File: config.mk
export PLATFORM = sky130hd
export DESIGN_NAME = vc_pin_bus
export DESIGN_NICKNAME = d
export VERILOG_FILES = /design/src/rtl/vc_pin_bus.sv
export SDC_FILE = /design/constraint.sdc
export NUM_CORES = 1
export LEC_CHECK = 0
export BUFFER_PORTS_ARGS = -buffer_cell sky130_fd_sc_hd__clkbuf_2
export CAP_MARGIN = 20
export CORE_ASPECT_RATIO = 2
export CORE_MARGIN = 10
export CORE_UTILIZATION = 45
export DETAILED_ROUTE_END_ITERATION = 12
export PLACE_DENSITY = 0.79
export SLEW_MARGIN = 0
export SYNTH_ARGS = -nofsm -noshare
export SYNTH_HDL_FRONTEND = slang
export SYNTH_SLANG_ARGS = --single-unit
File: constraint.sdc
create_clock -name clk_i -period 3.8 [get_ports clk_i]
set_clock_uncertainty 0.2 [all_clocks]
set_input_delay 0.95 -clock clk_i [delete_from_list [all_inputs] [get_ports clk_i]]
set_output_delay 0.95 -clock clk_i [all_outputs]
set_load 0.01 [all_outputs]
File: src/rtl/vc_pin_bus.sv
// Multiplexed external-memory bus master: one address and one data word per request,
// moved over the 8-bit uio pads as byte phases, MSB first.
module vc_pin_bus #(
   parameter int PA      = 24,
   parameter int RV      = 16,
   parameter int TURN    = 1,
   parameter int WAIT    = 0,
   parameter int TIMEOUT = 64
) (
   input  logic          clk_i,
   input  logic          reset_i,
   input  logic          req_valid_i,
   output logic          req_ready_o,
   input  logic          req_write_i,
   input  logic [PA-1:0] req_addr_i,
   input  logic [RV-1:0] req_wdata_i,
   output logic          resp_valid_o,
   output logic          resp_err_o,
   output logic [RV-1:0] resp_rdata_o,
   output logic          pin_ale_o,
   output logic          pin_we_o,
   output logic          pin_re_o,
   input  logic          pin_wait_n_i,
   input  logic [7:0]    uio_in_i,
   output logic [7:0]    uio_out_o,
   output logic [7:0]    uio_oe_o
);

   typedef enum logic [2:0] {
      S_IDLE, S_ADDR, S_WDATA, S_TURN, S_WAIT, S_RDATA, S_DONE
   } state_t;

   typedef struct packed {
      logic          write;
      logic [PA-1:0] addr;
      logic [RV-1:0] wdata;
   } req_t;

   localparam int         SW        = (TIMEOUT > 1) ? $clog2(TIMEOUT + 1) : 1;
   localparam logic [SW-1:0] TO_L   = SW'(TIMEOUT);
   localparam logic [2:0] NA_LAST   = 3'(PA / 8 - 1);
   localparam logic [2:0] ND_LAST   = 3'(RV / 8 - 1);
   localparam logic [2:0] TURN_LAST = 3'(TURN - 1);
   localparam logic [2:0] WAIT_LAST = 3'(WAIT - 1);

   state_t        state_q, state_d;
   logic [2:0]    cnt_q, cnt_d;
   logic [SW-1:0] stall_q, stall_d;
   req_t          req_q, req_d;
   logic [RV-1:0] rsh_q, rsh_d;
   logic [RV-1:0] rdata_q, rdata_d;
   logic          err_q, err_d;

   logic          hold;
   logic          timeout;
   logic [RV-1:0] rsh_next;

   always_ff @(posedge clk_i) begin
      if (reset_i) begin
         state_q <= S_IDLE;
         cnt_q   <= '0;
         stall_q <= '0;
         req_q   <= '0;
         rsh_q   <= '0;
         rdata_q <= '0;
         err_q   <= 1'b0;
      end else begin
         state_q <= state_d;
         cnt_q   <= cnt_d;
         stall_q <= stall_d;
         req_q   <= req_d;
         rsh_q   <= rsh_d;
         rdata_q <= rdata_d;
         err_q   <= err_d;
      end
   end

   // Address and write data are shifted left so the outgoing byte is always the top one.
   assign hold     = !pin_wait_n_i && (state_q inside {S_WDATA, S_WAIT, S_RDATA});
   assign timeout  = (TIMEOUT != 0) && ((stall_q + SW'(1)) == TO_L);
   assign rsh_next = (rsh_q << 8) | RV'(uio_in_i);

   always_comb begin
      state_d = state_q;
      cnt_d   = cnt_q;
      stall_d = '0;
      req_d   = req_q;
      rsh_d   = rsh_q;
      rdata_d = rdata_q;
      err_d   = err_q;
      if (hold) begin
         if (timeout) begin
            state_d = S_DONE;
            err_d   = 1'b1;
            cnt_d   = '0;
         end else begin
            stall_d = stall_q + SW'(1);
         end
      end else begin
         case (state_q)
            S_IDLE, S_DONE: begin
               state_d = S_IDLE;
               if (req_valid_i) begin
                  req_d   = {req_write_i, req_addr_i, req_wdata_i};
                  cnt_d   = '0;
                  err_d   = 1'b0;
                  state_d = S_ADDR;
               end
            end
            S_ADDR: begin
               req_d.addr = req_q.addr << 8;
               if (cnt_q == NA_LAST) begin
                  cnt_d   = '0;
                  state_d = req_q.write ? S_WDATA : S_TURN;
               end else begin
                  cnt_d = cnt_q + 3'd1;
               end
            end
            S_WDATA: begin
               req_d.wdata = req_q.wdata << 8;
               if (cnt_q == ND_LAST) begin
                  cnt_d   = '0;
                  state_d = S_DONE;
               end else begin
                  cnt_d = cnt_q + 3'd1;
               end
            end
            S_TURN: begin
               if (cnt_q == TURN_LAST) begin
                  cnt_d   = '0;
                  state_d = (WAIT == 0) ? S_RDATA : S_WAIT;
               end else begin
                  cnt_d = cnt_q + 3'd1;
               end
            end
            S_WAIT: begin
               if (cnt_q == WAIT_LAST) begin
                  cnt_d   = '0;
                  state_d = S_RDATA;
               end else begin
                  cnt_d = cnt_q + 3'd1;
               end
            end
            S_RDATA: begin
               rsh_d = rsh_next;
               if (cnt_q == ND_LAST) begin
                  cnt_d   = '0;
                  rdata_d = rsh_next;
                  state_d = S_DONE;
               end else begin
                  cnt_d = cnt_q + 3'd1;
               end
            end
            default: state_d = S_IDLE;
         endcase
      end
   end

   // Pad outputs follow the current phase only; a stall simply repeats the phase.
   always_comb begin
      pin_ale_o = 1'b0;
      pin_we_o  = 1'b0;
      pin_re_o  = 1'b0;
      uio_out_o = 8'h00;
      uio_oe_o  = 8'h00;
      case (state_q)
         S_ADDR: begin
            pin_ale_o = 1'b1;
            uio_oe_o  = 8'hFF;
            uio_out_o = req_q.addr[PA-1 -: 8];
         end
         S_WDATA: begin
            pin_we_o  = 1'b1;
            uio_oe_o  = 8'hFF;
            uio_out_o = req_q.wdata[RV-1 -: 8];
         end
         S_TURN, S_WAIT, S_RDATA: pin_re_o = 1'b1;
         default: ;
      endcase
   end

   assign req_ready_o  = (state_q == S_IDLE || state_q == S_DONE) && !reset_i;
   assign resp_valid_o = (state_q == S_DONE) && !reset_i;
   assign resp_err_o   = resp_valid_o && err_q;
   assign resp_rdata_o = rdata_q;

endmodule
==> metrics.txt <==
commonest register cell after synthesis dfxtp_1; layout cells sized above 1 0.232; crit path launch type register; crit-path max FO 21; Storage cell area 1580 µm²; vias 3259; Synth Register Bits 79; DP Area 3930 µm²; Netlist cell types 45; Diodes inserted 0; vias per cell 5.45; nets 558; combinational group share of total power 0.321; Fillers 707; status finished, final reports clean; Pint 1.83 mW; number of port buffers 90; antenna violations before repair 0; Post-synth EDFFs 0; FMAX 0.285 GHz; sequential share of power 0.376; CP Capture Type primary output; most frequent cells in the layout clkbuf_2, nand2_1, dfxtp_1; pins over their slew limit 0; Global Route Usage Sum 0.158; first-pass GRT wire length 14900 µm; P_leak 1.76 nW; DR DRC count 0; Longest Clk Path Bufs 2; Routability Congestion 0.806; unrepaired setup endpoints after global routing no; Die Width 82.3 µm; # setup viols final 0; Cell Pwr Density 673 nW/µm²; CTS clk-pin slew, worst paths 60 ps; switching share of power 0.358; TritonCTS clock tree done; multi-input logic area 1710 µm²; Avg Inst Size Synth 8.18 µm²; Final period util 0.922; root buf cell clkbuf_16; Fin. Hold Viols 0; largest net degree at the start of global routing 76; peak supply drop 0.393 mV; post-DP HPWL 7070 µm; Post-Route WL 9390 µm; drt first pass iters 4; I/O pin total 91; CTS Buf Count 9; Cells after Synth 427; Die H 145 µm; most common cell after layout, fill and taps aside clkbuf_2; row count 45; final setup TNS 0 ps; DR iter-0 viols 239; Synth Cell Area 3490 µm²; Reg2Reg Setup Slack 890 ps; YS warnings 0; die area 11900 µm²; post_cts resized 0; FFs w/ async S/R, synth 0; P&R area growth vs syn 21.1%; minimum clock period 3500 ps; crit path kind register to primary output; critical path required time 2650 ps; CTS Hold Bufs 0; gr ovfl total 0; wire per inst 15.7 µm; relative slew slack 0.496; fin util 0.556; hold slack 248 ps; vias in the first global route 3294; initial core utilization 0.460; Post-CTS Setup Inserts 0; Mapped Nets 486; ANT nets after route 0; fin area 4230 µm²; worst-margin pin slew 756 ps; clock sink count 79; total core area 7600 µm²; arrival time of the worst setup path 2350 ps; Clk pwr share 0.303; max-cap violation count 0; htree depth 3; Power, Total 2.85 mW; Clock Latency Late Sink 340 ps; Seq/Total Area, Yosys 0.453; worst hold path class register to register; P_sw 1.02 mW
## through the flow
| stage | std cells | worst slack (ps) |
|---|---|---|
| 3_5_place_dp | 582 | 710 |
| 6_report | 598 | 296 |
| 4_1_cts | 598 | 334 |
| 2_1_floorplan | 427 | 1030 |
| 3_3_place_gp | 582 | 765 |
| 5_1_grt | 598 | 121 |
## worst paths after layout
path,start,endpoint,cells after the start
setup / recovery,state_q[1],uio_out_o[1],5
hold reg to reg,rsh_q[7],resp_rdata_o[15],2
setup reg to reg,state_q[1],req_q[35],7
hold / removal,rsh_q[7],resp_rdata_o[15],2
## routing by layer
metal	share of wire	track usage	vias up
li1	-	-	1623
met1	0.37	0.158	1524
met2	0.54	0.278	95
met3	0.068	0.0498	17
met4	0.029	0.0829	0
met5	0	0	-
## layout make-up
| type | instances | area share |
|---|---|---|
| inverter | 6 | 0.00533 |
| timing repair buffer | 96 | 0.117 |
| multi-input combinational | 307 | 0.405 |
| clock buffer | 11 | 0.0574 |
| clock inverter | 5 | 0.0133 |
| sequential | 79 | 0.374 |
| tap | 94 | 0.0278 |
## cells in the mapped netlist, types with 2 or more instances
cell,n,area [µm²]
dfxtp_1,79,1580
nor4_1,2,12.5
mux2i_1,10,100
and2b_1,2,15.0
nand2b_1,7,43.8
nor2b_1,3,18.8
nand3_1,15,75.1
a21oi_1,58,290
a21oi_2,2,17.5
clkbuf_1,18,67.6
inv_1,5,18.8
a22oi_1,24,180
or2_1,2,12.5
nor2_1,30,113
buf_2,6,30.0
nor3_1,5,25.0
buf_4,10,75.1
a211oi_1,8,60.1
xor2_1,2,17.5
or3_1,3,18.8
a22o_1,10,87.6
ha_1,6,75.1
a2bb2oi_1,2,17.5
xnor2_1,4,35.0
nand2_1,89,334
o21ai_0,6,30.0
## critical path, cell delays in order (launching register included)
cell,delay (ps)
dfxtp_1,610
and2b_1,290
nand2b_1,110
clkinv_1,490
a22o_1,380
clkbuf_2,130
## registers in the layout (all words and copies together) (netlist names)
signal and count:
req_q 41, resp_rdata_o 16, rsh_q 8, stall_q 7, cnt_q 3, state_q 3
err_q 1
## cells by family (layout without fill, tap and decap cells)
| logic type | count (synthesis) | in the layout | share of synthesized area |
|---|---|---|---|
| simple gates | 166 | 166 | 0.207 |
| xor+xnor | 6 | 6 | 0.0150 |
| flops | 79 | 79 | 0.453 |
| buf+inv | 41 | 118 | 0.0569 |
| compound gates | 119 | 119 | 0.218 |
| fa+ha+maj | 6 | 6 | 0.0215 |
| mux | 10 | 10 | 0.0287 |
## power by group through the flow
stage          clock, mW  combinational [mW]  sequential (mW)
4_1_cts            0.876               0.923             1.07
6_report           0.863               0.913             1.07
3_3_place_gp           0               0.899             1.08
2_1_floorplan          0               0.769             1.02
3_5_place_dp           0               0.918             1.08
5_1_grt            0.913                1.02             1.09
Power figures use the tool's default switching activity.
